`config.mk`:
```
export PLATFORM = sky130hd
export DESIGN_NAME = col_parity_engine
export DESIGN_NICKNAME = d
export VERILOG_FILES = /design/src/rtl/col_parity_engine.sv
export SDC_FILE = /design/constraint.sdc
export NUM_CORES = 2
export LEC_CHECK = 0
export BUFFER_PORTS_ARGS = -buffer_cell sky130_fd_sc_hd__buf_2
export CAP_MARGIN = 20
export CORE_ASPECT_RATIO = 1.25
export CORE_MARGIN = 4
export CORE_UTILIZATION = 35
export DETAILED_ROUTE_END_ITERATION = 8
export MAX_ROUTING_LAYER = met4
export REMOVE_ABC_BUFFERS = 1
export SKIP_CTS_REPAIR_TIMING = 1
export SKIP_LAST_GASP = 1
export SLEW_MARGIN = 20
export SYNTH_ARGS = -nofsm -noshare
export SYNTH_HDL_FRONTEND = slang
export SYNTH_SLANG_ARGS = --single-unit
```
`constraint.sdc`:
```
create_clock -name clk -period 8.9 [get_ports clk]
set_input_delay 1.335 -clock clk [delete_from_list [all_inputs] [get_ports clk]]
set_output_delay 1.335 -clock clk [all_outputs]
set_load 0.03 [all_outputs]
```
`src/rtl/col_parity_engine.sv`:
```
// Column-parity engine: streams NBLK DIMxDIM lane states from a sync-read RAM, folds each column
// into an accumulator and writes DIM result lanes per state (plain parity or theta D[x]).
module col_parity_engine #(
   parameter int unsigned LANE_W = 64,
   parameter int unsigned DIM    = 5,
   parameter int unsigned NBLK   = 4,
   parameter int unsigned RD_AW  = 7,
   parameter int unsigned WR_AW  = 5
) (
   input  logic              clk,
   input  logic              rst,
   input  logic              start,
   input  logic              mode,
   input  logic              abort,
   output logic              rd_en,
   output logic [RD_AW-1:0]  rd_addr,
   input  logic [LANE_W-1:0] rd_data,
   output logic              wr_en,
   output logic [WR_AW-1:0]  wr_addr,
   output logic [LANE_W-1:0] wr_data,
   output logic              busy,
   output logic              done
);

   localparam int unsigned XW = (DIM > 1) ? $clog2(DIM) : 1;
   localparam int unsigned BW = (NBLK > 1) ? $clog2(NBLK) : 1;
   localparam logic [XW-1:0] XLast = XW'(DIM - 1);
   localparam logic [BW-1:0] BLast = BW'(NBLK - 1);

   typedef enum logic [2:0] {
      StIdle,
      StRead,
      StDrain,
      StWrite,
      StDone
   } state_e;

   state_e            state_q;
   logic              mode_q;
   logic [XW-1:0]     x_q;
   logic [XW-1:0]     y_q;
   logic [XW-1:0]     wj_q;
   logic [BW-1:0]     blk_q;
   logic [RD_AW-1:0]  rd_ptr_q;
   logic [WR_AW-1:0]  wr_ptr_q;
   logic              rd_vld_q;
   logic [XW-1:0]     rd_x_q;
   logic [LANE_W-1:0] acc_q [DIM];

   logic [XW-1:0]     j_prev;
   logic [XW-1:0]     j_next;
   logic [LANE_W-1:0] a_prev;
   logic [LANE_W-1:0] a_next;
   logic [LANE_W-1:0] theta;

   always_ff @(posedge clk) begin
      if (rst) begin
         state_q  <= StIdle;
         mode_q   <= 1'b0;
         x_q      <= '0;
         y_q      <= '0;
         wj_q     <= '0;
         blk_q    <= '0;
         rd_ptr_q <= '0;
         wr_ptr_q <= '0;
         rd_vld_q <= 1'b0;
         rd_x_q   <= '0;
         for (int i = 0; i < int'(DIM); i++) acc_q[i] <= '0;
      end else begin
         // Read data arrives one cycle after its strobe; an aborted read is dropped.
         rd_vld_q <= (state_q == StRead) && !abort;
         rd_x_q   <= x_q;
         if (rd_vld_q) acc_q[rd_x_q] <= acc_q[rd_x_q] ^ rd_data;

         unique case (state_q)
            StIdle: begin
               if (start) begin
                  state_q  <= StRead;
                  mode_q   <= mode;
                  x_q      <= '0;
                  y_q      <= '0;
                  wj_q     <= '0;
                  blk_q    <= '0;
                  rd_ptr_q <= '0;
                  wr_ptr_q <= '0;
                  for (int i = 0; i < int'(DIM); i++) acc_q[i] <= '0;
               end
            end
            StRead: begin
               if (abort) begin
                  state_q <= StIdle;
               end else begin
                  rd_ptr_q <= rd_ptr_q + RD_AW'(1);
                  if (x_q == XLast) begin
                     x_q <= '0;
                     if (y_q == XLast) begin
                        y_q     <= '0;
                        state_q <= StDrain;
                     end else begin
                        y_q <= y_q + XW'(1);
                     end
                  end else begin
                     x_q <= x_q + XW'(1);
                  end
               end
            end
            StDrain: begin
               if (abort) begin
                  state_q <= StIdle;
               end else begin
                  wj_q    <= '0;
                  state_q <= StWrite;
               end
            end
            StWrite: begin
               if (abort) begin
                  state_q <= StIdle;
               end else begin
                  wr_ptr_q <= wr_ptr_q + WR_AW'(1);
                  if (wj_q == XLast) begin
                     wj_q <= '0;
                     if (blk_q == BLast) begin
                        state_q <= StDone;
                     end else begin
                        blk_q   <= blk_q + BW'(1);
                        state_q <= StRead;
                        for (int i = 0; i < int'(DIM); i++) acc_q[i] <= '0;
                     end
                  end else begin
                     wj_q <= wj_q + XW'(1);
                  end
               end
            end
            StDone: begin
               state_q <= StIdle;
            end
            default: begin
               state_q <= StIdle;
            end
         endcase
      end
   end

   // Theta: left neighbour column xor right neighbour column rotated left by one.
   always_comb begin
      j_prev = (wj_q == '0) ? XLast : wj_q - XW'(1);
      j_next = (wj_q == XLast) ? '0 : wj_q + XW'(1);
      a_prev = acc_q[j_prev];
      a_next = acc_q[j_next];
      theta  = a_prev ^ {a_next[LANE_W-2:0], a_next[LANE_W-1]};
   end

   always_comb begin
      rd_en   = 1'b0;
      rd_addr = '0;
      wr_en   = 1'b0;
      wr_addr = '0;
      wr_data = '0;
      busy    = 1'b0;
      done    = 1'b0;
      unique case (state_q)
         StRead: begin
            rd_en   = 1'b1;
            rd_addr = rd_ptr_q;
            busy    = 1'b1;
         end
         StDrain: begin
            busy = 1'b1;
         end
         StWrite: begin
            wr_en   = 1'b1;
            wr_addr = wr_ptr_q;
            wr_data = mode_q ? theta : acc_q[wj_q];
            busy    = 1'b1;
         end
         StDone: begin
            done = 1'b1;
         end
         default: begin
            done = 1'b0;
         end
      endcase
   end

endmodule

```
# Yosys cells after proc, flatten, opt, wreduce, memory -nomap -nowiden
# Memory sizes are Yosys's and may differ from the RTL's. A register that Yosys moved wholly into a read port is not among the register bits.
# Index checks and enable logic that the tools add are counted.
# word_totals
reg_bits,31
ram_bits,320
in_bits,69
word_cells,172
memories,1
# mem_list
memory,words,width,read_ports,rd_clocked_by_memory_dff,write_ports,line_no,text
acc_q,5,64,4,2,6,48,logic [LANE_W-1:0] acc_q [DIM];
# classes
add_sub_neg,7
eq_ne,28
n_mux,69
bitwise,42
reduce_logical,15
# op_table
cell,count
2-to-1 mux 64 bit,12
XOR 64 bit,2
2-to-1 mux 3 bit,20
"== test 3 bit, second input constant",14
2-to-1 mux 7 bit,3
AND 1 bit,20
2-to-1 mux 1 bit,19
2-to-1 mux 5 bit,3
case mux 7 bit (2 select lines),1
"inequality test 2 bit, second input constant",6
case mux 3 bit (2 select lines),2
case mux 3 bit (4 select lines),1
AND reduction 4 bit,3
2-to-1 mux 2 bit,5
NOT 1 bit,10
OR 1 bit,10
case mux 5 bit (2 select lines),1
"adder 3 x 1 -> 3 bit, second input constant",3
case mux 3 bit (3 select lines),1
"adder 7 x 1 -> 7 bit, second input constant",1
"== test 3 x 2 -> 1 bit, second input constant",2
zero test 3 bit,2
"inequality test 3 x 2 -> 1 bit, second input constant",2
AND reduction 3 bit,2
15 further kinds,16

# Depth between registers and ports, before layout
# logic_depth
ltp_word,18
ltp_mapped,15
mapped_depth_nobuf,8

# Least setup slack after synthesis
# OpenSTA, ideal clock, no wires.
# synth_timing
kind,input-to-reg
startpoint,input rst
endpoint,"memory acc_q[6][0], enable pin"
setup_ns,0.578
arrival_ns,6.266
t_required_ns,8.322
path_slack_ns,2.056
path_stages,2
n_path_buf,0
cell_sequence,nand3b_1 -> nor3b_1
# synth_lines
item,line_no,text
"start, declared",11,"input logic rst,"
"end, declared",48,

# Worst setup path in the final report
# layout_timing
startpoint,register wj_q[0]
endpoint,output wr_data[56]
# layout_between
elab_chain_cells,6
elab_cells_between_ends,10
# layout_lines
item,line_no,text
"start, declared",42,logic [XW-1:0] wj_q;
"start signal, assigned",130,wj_q <= wj_q + XW'(1);
"subtractor 3 x 1 -> 3 bit, or another cell as far along",146,j_prev = (wj_q == '0) ? XLast : wj_q - XW'(1);
2-to-1 mux 3 bit (on tied branches),"146, 147",
memory read (5 x 64 bit) *,--,
XOR 64 bit *,150,"theta = a_prev ^ {a_next[LANE_W-2:0], a_next[LANE_W-1]};"
2-to-1 mux 64 bit *,173,wr_data = mode_q ? theta : acc_q[wj_q];
2-to-1 mux 64 bit *,161,unique case (state_q)
"end, declared",20,"output logic [LANE_W-1:0] wr_data,"
# Every way passes the cells marked *; elsewhere a longest branch is shown, timed or not.

==> out/results.ini <==
[synthesis]
synth-edff-count=512
yosysWarningCount=0
ys_seq_area_frac=0.403
synthCells=3914
synth_top_cell_area_share=0.386
dominantRegCellSynth=edfxtp_1
ys_async_sr_fraction=0
synth_area_um2=39800
ys_seq_elements=546
synth_area_leader_cell=edfxtp_1
synthDistinctLibCells=77
syn_area_per_cell_um2=10.2
synth.area.top_cells=edfxtp_1 (39%), mux2i_1 (7.9%), mux4_2 (7.2%)

[timing]
fin_ws_ps=1820
setup_violations=0
clock_skew_ps=31.8
maxSlewHeadroom=0.266
fmax_mhz=141
hold_violations=0
tightest_slew_ps=1100
fin_crit_ps=7080
rsz0062_at_grt=false
fin_crit_sh=0.796
maxSlewViolCount=0

[placed_design]
routabilityCongestion=0.846
post-place-ws_ps=2660
place_hpwl_um=82800
port_buffers=148

[worst_setup_path]
cp_data_arrival_time_ps=5750
rrSetupSlack_ps=3990
reg2reg_from=wj_q[0]
critical_path.cell_chain=inv_4 > ha_4 > buf_4 > a21o_4 > buf_4 > o21ai_0 > o221ai_2 > xor2_1 > o22ai_1 > buf_2
cp-start-kind=flop
worstReg2RegEnd=acc_q[0][12]
critPathMaxFanout=67
r2r_cells=8
required_ps=7570
slowest_stage=ha_4
end_kind=output pin
max_stage_delay_ps=770
path_common_cell=buf_4
timing_worst_setup_path_type=flop to output pin

[detailed_routing]
dr.first_iter.drc_count=4380
vias=34700
wl_per_cell_um=28.8
drc=0
vias_per_cell=6.54
firstDrtPassIters=7
wirelength_um=153000
drt.antenna.violating_nets=0

[floorplan]
core_area_um2=113000
start_util=0.352
die_h_um=385
ios=149
rows=138
die-area_um2=119000
die_x_um=310

[global_routing]
antenna_found_initial=10
gr-usage-all-layers=0.254
grt_pass1_wl_um=221000
grt_pass1_vias=33600
grt-ovfl-total=0
grt_max_degree=194

[worst_hold_path]
min_path_cells=2
hold_class=flop to flop
min_from=blk_q[1]
min_delay_worst_endpoint=blk_q[1]

[clock_tree]
clockBufferDepth=3
tritoncts=yes
path_clk_slew_ps=60
clk-insertion-delay-late_ps=650
cts.sinks=546
htreeDepth=2
root_buffer=clkbuf_16
cts_buffers=57

[final_layout]
drive_gt1_frac=0.168
postLayoutCoreUtil=0.382
final_nets=3863
n_fill_cell=10900
areaGrowthSynthToFinish_pct=8.61

[outcome]
status=completed

[power]
total_power_mw=6.29
power_density_nw_per_um2=145
irDropWorstVdd_uv=161
p_leak_nw=13.8

[flow_run]
cap_violations=0

-- power by group --
part           total [mW]  switching, mW  internal [mW]
combinational       0.695          0.435          0.260
clock                2.51           1.07           1.45
sequential           3.08          0.127           2.95
total                6.29           1.63           4.66
-- metrics by stage --
stage | TNS, ps | instance area, um^2 | instances | hold WS, ps
CTS | 0 | 43200 | 5303 | 468
global route | 0 | 43200 | 5313 | 485
finish | 0 | 43200 | 5313 | 466
global placement | 0 | 41300 | 5193 | 443
detailed placement | 0 | 41300 | 5195 | 458
floorplan | -2969550 | 37900 | 3507 | 430
-- area by class of cell --
| cell class | count | area (um^2) | share of cell area |
|---|---|---|---|
| flip-flops and latches | 546 | 16100 | 0.372 |
| diodes | 10 | 25.0 | 0.000579 |
| repair buffers | 218 | 1310 | 0.0303 |
| clock buffers | 74 | 1540 | 0.0357 |
| inverters | 78 | 297 | 0.00686 |
| well taps | 1470 | 1840 | 0.0425 |
| clock inverters | 34 | 368 | 0.00851 |
| multi-input cells | 2883 | 21800 | 0.504 |
-- registers in the layout, summed over array words and instances (netlist names), 2 cells and up, named ones only --
name,flops
acc_q,512
rd_ptr_q,7
wr_ptr_q,5
rd_x_q,3
state_q,3
wj_q,3
x_q,3
y_q,3
blk_q,2
-- worst max-delay path: cells and delay by family (launching register included) --
kind	cells	cell delay [ps]
flops	1	470
xor+xnor	1	110
compound gates	4	1590
buf+inv	4	2060
fa+ha+maj	1	770
-- worst max-delay path by stage --
stage                        from           to  slack (ps)
after detailed placement  wj_q[0]  wr_data[56]        2660
after CTS                 wj_q[0]  wr_data[56]        1970
final                     wj_q[0]  wr_data[56]        1820
after floorplan           wj_q[0]  wr_data[62]       -8730
after global placement    wj_q[0]  wr_data[56]        2800
after global routing      wj_q[0]  wr_data[56]        1690
-- cell usage in the layout, fill, tap and decap left out, types with 10 or more instances in the layout --
master	n
xor2_1	127
a211oi_2	14
nand2_1	273
nor2b_1	12
o21bai_1	66
inv_1	74
o2111ai_1	57
mux2_2	143
o221ai_1	47
dfxtp_1	26
a221oi_1	12
and3_1	70
o211ai_1	59
a211oi_1	46
mux4_2	128
buf_4	65
diode_2	10
a21boi_0	55
a21oi_1	152
nor2_1	423
o2bb2ai_1	10
o221ai_2	10
clkbuf_16	59
mux2i_1	313
nand2_4	10
o21ai_0	257
clkbuf_1	14
clkinv_1	14
o22ai_1	175
nand3_1	126
a221o_1	59
a32oi_1	64
mux2_1	57
edfxtp_1	512
buf_2	148
-- logic make-up (layout without fill, tap and decap cells) --
family,after synthesis,count (layout),share of synthesized area
AOI/OAI and AO/OA,1128,1128,0.196
xor gates and xnor gates,134,134,0.0295
adders and majority gates,10,10,0.00314
buffers and inverters,485,404,0.0550
DFF,546,546,0.403
muxes,642,642,0.208
other,0,10,0
and+or+nand+nor,969,969,0.106
-- metal layers --
layer	GRT usage	routed length [um]
met1	0.308	57200
met2	0.402	70400
met3	0.0472	16700
met4	0.133	8910
met5	-	0
-- synth_stat cells, drive strengths merged (10+ instances only) --
cell / n
and3: 70
inv: 78
o22ai: 175
a211oi: 60
nor2b: 12
o21bai: 66
a32oi: 64
a221oi: 14
mux2i: 314
buf: 224
ha: 10
edfxtp: 512
o221ai: 57
o211ai: 60
nand2: 284
nand3: 127
a221o: 59
o2111ai: 57
o21ai: 260
a21oi: 154
o2bb2ai: 10
a21boi: 58
mux2: 200
dfxtp: 34
nor2: 428
clkbuf: 183
mux4: 128
xor2: 127
(Power assumes the default switching activity.)
